==> src/rtl/motor_pwm_if.sv <==
// Command/status bundle between the PID loop and one H-bridge PWM channel.
interface motor_pwm_if #(
  parameter int W     = 16,
  parameter int CNT_W = 12
);
  logic                    enable;
  logic signed [W-1:0]     u_in;
  logic                    u_valid;
  logic                    pwm;
  logic                    dir;
  logic                    brake;
  logic                    period_tick;
  logic                    sat;
  logic [CNT_W-1:0]        duty;

  modport master (output enable, u_in, u_valid,
                  input  pwm, dir, brake, period_tick, sat, duty);
  modport slave  (input  enable, u_in, u_valid,
                  output pwm, dir, brake, period_tick, sat, duty);
endinterface

==> src/rtl/motor_pwm_driver.sv <==
// Saturating PWM + direction driver for one H-bridge channel, with dead time on reversal.
// Optional low-side braking at zero duty: define MOTOR_PWM_BRAKE_EN.
module motor_pwm_driver #(
  parameter int W        = 16,
  parameter int CNT_W    = 12,
  parameter int PERIOD   = 1000,
  parameter int DEADTIME = 20
) (
  input  logic           clk,
  input  logic           reset,
  motor_pwm_if.slave     bus
);
  typedef enum logic [1:0] {IDLE, RUN, DEAD} state_t;

  localparam logic [W:0]       PERIOD_M = (W+1)'(PERIOD);
  localparam logic [CNT_W-1:0] PERIOD_C = CNT_W'(PERIOD);
  localparam logic [CNT_W-1:0] CNT_LAST = CNT_W'(PERIOD - 1);
  localparam logic [CNT_W-1:0] DT_LAST  = CNT_W'(DEADTIME - 1);

  state_t              state;
  logic [CNT_W-1:0]    cnt, dcnt, duty;
  logic signed [W-1:0] pending;
  logic                pwm_q, dir_q, dir_tgt, sat_q;

  logic signed [W-1:0] u_eff;
  logic [W:0]          mag;
  logic [CNT_W-1:0]    duty_nx, duty_cmp, cnt_nx;
  logic                sat_nx, dir_req, bnd, reverse;

  // A strobe in the boundary cycle bypasses the pending register.
  assign u_eff    = bus.u_valid ? bus.u_in : pending;
  assign mag      = u_eff[W-1] ? ((W+1)'(0) - {u_eff[W-1], u_eff}) : {1'b0, u_eff};
  assign sat_nx   = (mag > PERIOD_M);
  assign duty_nx  = sat_nx ? PERIOD_C : mag[CNT_W-1:0];
  assign dir_req  = (u_eff[W-1])   ? 1'b0 :
                    (u_eff != '0)  ? 1'b1 : dir_q;
  assign bnd      = (state != IDLE) && (cnt == '0);
  assign duty_cmp = bnd ? duty_nx : duty;
  assign cnt_nx   = (cnt == CNT_LAST) ? '0 : cnt + 1'b1;
  assign reverse  = bnd && (dir_req != dir_q) && (duty_nx != '0);

  always_ff @(posedge clk) begin
    if (reset) begin
      state   <= IDLE;
      cnt     <= '0;
      dcnt    <= '0;
      duty    <= '0;
      pending <= '0;
      pwm_q   <= 1'b0;
      dir_q   <= 1'b1;
      dir_tgt <= 1'b1;
      sat_q   <= 1'b0;
    end else begin
      if (bus.u_valid) pending <= bus.u_in;
      if (!bus.enable) begin
        state <= IDLE;
        cnt   <= '0;
        dcnt  <= '0;
        pwm_q <= 1'b0;
      end else begin
        if (bnd) begin
          duty  <= duty_nx;
          sat_q <= sat_nx;
        end
        case (state)
          IDLE: begin
            state <= RUN;
            cnt   <= '0;
            pwm_q <= 1'b0;
          end
          RUN: begin
            cnt <= cnt_nx;
            if (reverse) begin
              // Direction is latched here so a strobe during dead time cannot retarget it.
              state   <= DEAD;
              dcnt    <= '0;
              dir_tgt <= dir_req;
              pwm_q   <= 1'b0;
            end else begin
              pwm_q <= (cnt < duty_cmp);
            end
          end
          DEAD: begin
            cnt  <= cnt_nx;
            dcnt <= dcnt + 1'b1;
            if (dcnt == DT_LAST) begin
              state <= RUN;
              dir_q <= dir_tgt;
              pwm_q <= (cnt < duty);
            end else begin
              pwm_q <= 1'b0;
            end
          end
          default: state <= IDLE;
        endcase
      end
    end
  end

  assign bus.pwm         = pwm_q;
  assign bus.dir         = dir_q;
  assign bus.sat         = sat_q;
  assign bus.duty        = duty;
  assign bus.period_tick = bnd;
`ifdef MOTOR_PWM_BRAKE_EN
  assign bus.brake       = (state == RUN) && (duty == '0);
`else
  assign bus.brake       = 1'b0;
`endif
endmodule

==> src/flat_wrapper.sv <==
// flat-port wrapper written by rule: the top's interface ports become plain ports
module motor_pwm_driver_flat 
#(
  parameter int W        = 16,
  parameter int CNT_W    = 12,
  parameter int PERIOD   = 1000,
  parameter int DEADTIME = 20
)
  (clk, reset, bus_enable, bus_u_in, bus_u_valid, bus_pwm, bus_dir, bus_brake, bus_period_tick, bus_sat, bus_duty);
  motor_pwm_if #(.W(W), .CNT_W(CNT_W)) bus_i ();
  input  logic clk;
  input  logic reset;
  input wire logic [$bits(bus_i.enable)-1:0] bus_enable;
  input wire logic [$bits(bus_i.u_in)-1:0] bus_u_in;
  input wire logic [$bits(bus_i.u_valid)-1:0] bus_u_valid;
  output wire logic [$bits(bus_i.pwm)-1:0] bus_pwm;
  output wire logic [$bits(bus_i.dir)-1:0] bus_dir;
  output wire logic [$bits(bus_i.brake)-1:0] bus_brake;
  output wire logic [$bits(bus_i.period_tick)-1:0] bus_period_tick;
  output wire logic [$bits(bus_i.sat)-1:0] bus_sat;
  output wire logic [$bits(bus_i.duty)-1:0] bus_duty;
  assign bus_i.enable = bus_enable;
  assign bus_i.u_in = bus_u_in;
  assign bus_i.u_valid = bus_u_valid;
  assign bus_pwm = bus_i.pwm;
  assign bus_dir = bus_i.dir;
  assign bus_brake = bus_i.brake;
  assign bus_period_tick = bus_i.period_tick;
  assign bus_sat = bus_i.sat;
  assign bus_duty = bus_i.duty;
  motor_pwm_driver #(.W(W), .CNT_W(CNT_W), .PERIOD(PERIOD), .DEADTIME(DEADTIME)) u_core (.clk(clk), .reset(reset), .bus(bus_i));
endmodule
==> config.mk <==
export PLATFORM = sky130hd
export DESIGN_NAME = motor_pwm_driver_flat
export DESIGN_NICKNAME = d
export VERILOG_FILES = /design/src/rtl/motor_pwm_if.sv /design/src/rtl/motor_pwm_driver.sv /design/src/flat_wrapper.sv
export SDC_FILE = /design/constraint.sdc
export NUM_CORES = 1
export LEC_CHECK = 0
export BUFFER_PORTS_ARGS = -buffer_cell sky130_fd_sc_hd__buf_2
export CELL_PAD_IN_SITES_DETAIL_PLACEMENT = 1
export CELL_PAD_IN_SITES_GLOBAL_PLACEMENT = 1
export CORE_UTILIZATION = 50
export CTS_BUF_LIST = sky130_fd_sc_hd__clkbuf_8
export DETAILED_ROUTE_END_ITERATION = 6
export GPL_ROUTABILITY_DRIVEN = 1
export PLACE_DENSITY = 0.87
export SETUP_SLACK_MARGIN = 0.1
export SLEW_MARGIN = 0
export SYNTH_ARGS = -nofsm -noshare
export SYNTH_HDL_FRONTEND = slang
export SYNTH_SLANG_ARGS = --single-unit
==> constraint.sdc <==
create_clock -name clk -period 12.45 [get_ports clk]
set_clock_uncertainty 0.1 [all_clocks]
set_input_delay 2.49 -clock clk [delete_from_list [all_inputs] [get_ports clk]]
set_output_delay 2.49 -clock clk [all_outputs]
set_load 0.01 [all_outputs]
==> flow_summary.ini <==
[outcome]
status = finished clean

[yosys]
synth_fa_ha_area_share_pct = 9.066
synth_top_family_by_area = simple AND/OR/NAND/NOR gates
avgSynthCellArea_um2 = 8.231
synthArstFlopShare_pct = 0
synth-seq-cells = 58
ys.flop_type = dfxtp_1
syn_inst = 503
synth_area_um2 = 4140
yosysWarnings = 0
synth-simple-area-share_pct = 29.53
ys_seq_area_share_pct = 28.04
synth_edf_count = 0
synth.distinct_cells = 69
syn_nets = 553
synthXorXnorAreaFrac_pct = 3.385
muxShareOfSynthArea_pct = 9.338
synth_compound_area_share_pct = 15.84

[cts]
path_clk_slew_ps = 70
ctsHoldBuffers = 0
cts_root_buffer = clkbuf_8
clock-sinks = 58
h-tree-depth = 3
ctsResizeCount = 0
clk_path_buf_depth = 2
numCtsBuffers = 9
worst_skew_pair.late_latency_ps = 360
cts_post_setup_buffers_inserted = 0
cts_tree = built

[worst_setup_path]
crit_path_end_kind = register
arrival_ps = 7820
crit_type = in -> reg
crit_path_start_kind = primary input
cp_max_fo = 38
timing.rr.end = u_core.bus.pwm
rr_worst_depth = 20
reg2reg_slack_ps = 7400
reg2reg_from = u_core.pending[0]
critPathRequiredTime_ps = 12620

[die]
initial_core_util_pct = 52.76
core_area_um2 = 7848
die_h_um = 93.00
die_x_um = 93.00
dieArea_um2 = 8648
io_pins = 37
fp-row-count = 32

[worst_hold_path]
holdPathEnd = u_core.bus.dir
min_path_type = reg -> reg
hold_depth = 2
min_from = u_core.dir_tgt

[sta]
slew_headroom_pct = 37.97
finalCriticalPeriod_ps = 7650
clock.fmax_mhz = 130.7
tightest_slew_ps = 927.0
fin_crit_sh_pct = 61.44
rsz0062_at_grt = no
setup_ws_ps = 4800
hold_violations = 0
slew_viol_final = 0
setup_viol = 0
fin_tns_setup_ps = 0

[placement]
placed_cells = 623
port_buffers = 35
post-place-ws_ps = 4565
place_hpwl_um = 8889
gp_congestion = 0.9122

[grt]
grt_pass1_wl_um = 19880
grt_overflow = 0
grt_max_degree = 39
grt_usage_pct = 29.42
antenna_found_initial = 0
grt_pass1_vias = 3991

[power]
vdd_drop_max_mv = 0.04744
leakagePower_uw = 0.001729
p_per_area_nw_per_um2 = 102.0

[routing]
wl_um = 12090
drt-initial-drc-count = 147
drc = 0
ant_nets = 0
num_vias = 3966
viasPerCell = 6.207
wl_per_cell_um = 18.92
firstDrtPassIters = 4

[cells_and_area]
nNetsFinal = 582
layout-drive-gt1-share_pct = 14.15
finalNonFillerCells = 639
fin_util_pct = 57.94
syn_to_final_growth_pct = 9.822
mostFrequentLayoutCells = dfxtp_1, nor2_1, nand2_1, buf_2, a21oi_1
final_common_cell = dfxtp_1
antenna_cells_inserted = 0

[flow_run]
maxCapViolCount = 0
-- routing by layer --
metal / track usage (%) / vias up / share of wire [%]
met5: 0 / - / 0
met4: 13.46 / 0 / 2.2
met3: 4.634 / 24 / 4.0
met2: 50.37 / 91 / 48
met1: 36.16 / 1962 / 45
li1: - / 1889 / -
-- how the worst max path moves through the flow --
stage                           start        endpoint  cells after the start  slack [ps]
after floorplan           bus_u_valid  u_core.bus.pwm                     22        5580
after global placement    bus_u_valid  u_core.bus.pwm                     21        4910
after detailed placement  bus_u_valid  u_core.bus.pwm                     21        4560
after CTS                 bus_u_valid  u_core.bus.pwm                     21        4870
after global routing      bus_u_valid  u_core.bus.pwm                     21        4370
final                     bus_u_valid  u_core.bus.pwm                     21        4800
-- sequential cells by signal, indices dropped and copies added (netlist names) --
| register | cells |
|---|---|
| u_core.bus.sat | 1 |
| u_core.bus.duty | 12 |
| u_core.dcnt | 12 |
| u_core.bus.dir | 1 |
| u_core.state | 2 |
| u_core.pending | 16 |
| u_core.dir_tgt | 1 |
| u_core.bus.pwm | 1 |
| u_core.cnt | 12 |
-- kinds of logic (layout without fill, tap and decap cells) --
logic type               Yosys count  after routing
AO/OA/AOI/OAI                     95             95
buffers and inverters             41             75
AND/OR/NAND/NOR                  225            225
adder cells (fa/ha/maj)           30             30
flip-flops                        58             58
multiplexers                      37             37
other                              1              1
XOR/XNOR                          16             16
-- area by class of cell --
type | instances | area [um2]
well taps | 102 | 127.6
repair buffers | 36 | 182.7
flip-flops and latches | 58 | 1161
multi-input cells | 404 | 2784
clock inverters | 5 | 53.80
clock buffers | 11 | 151.4
inverters | 23 | 86.33
fillers | 993 | 3301
-- critical path, stage by stage --
cell	delay, ps
buf_2	630
mux2_2	460
inv_1	120
ha_1	250
nor4b_2	410
o22ai_1	250
nor4b_2	360
mux2_2	380
o32ai_1	380
and2_1	330
and3b_1	210
mux2i_1	80
ha_1	230
a21o_1	180
a21oi_1	160
nor2b_1	70
o21ai_0	190
nand2b_1	80
a21oi_1	170
o2111ai_1	120
o32ai_1	290
-- metrics by stage --
| step | power, uW | hold WS (ps) | instance area [um2] |
|---|---|---|---|
| finish | 463.8 | 380.9 | 4547 |
| global route | 482.1 | 430.4 | 4547 |
| CTS | 464.4 | 385.7 | 4547 |
| detailed placement | 281.0 | 372.4 | 4342 |
| global placement | 276.2 | 350.1 | 4342 |
| floorplan | 257.5 | 333.4 | 4140 |
-- Yosys cell counts (4+ instances only) --
master / number / area, um2
dfxtp_1: 58 / 1161
nor2_1: 52 / 195.2
nand2_1: 45 / 168.9
a21oi_1: 32 / 160.2
ha_1: 30 / 375.4
mux2i_1: 30 / 300.3
nand3_1: 27 / 135.1
inv_1: 23 / 86.33
o21ai_0: 13 / 65.06
nor3_1: 12 / 60.06
nand2b_1: 11 / 68.82
nand3b_1: 10 / 75.07
xnor2_1: 9 / 78.83
nand4_1: 8 / 50.05
nor2b_1: 8 / 50.05
nor4_1: 8 / 50.05
and2_1: 7 / 43.79
clkbuf_1: 7 / 26.28
nor4b_1: 7 / 61.31
xor2_1: 7 / 61.31
a211oi_1: 5 / 37.54
o22ai_1: 5 / 31.28
a21oi_2: 4 / 35.03
a31oi_1: 4 / 25.02
and3_1: 4 / 25.02
buf_6: 4 / 45.04
mux2_2: 4 / 45.04
nor3b_1: 4 / 30.03
-- report_power, final --
group	switching, uW	internal, uW	leakage (uW)
Combinational	51.6	31.5	0.00116
Clock	83.3	102	0.000103
Sequential	4.85	190	0.000471
Total	140	324	0.00173
Power figures use the tool's default switching activity.
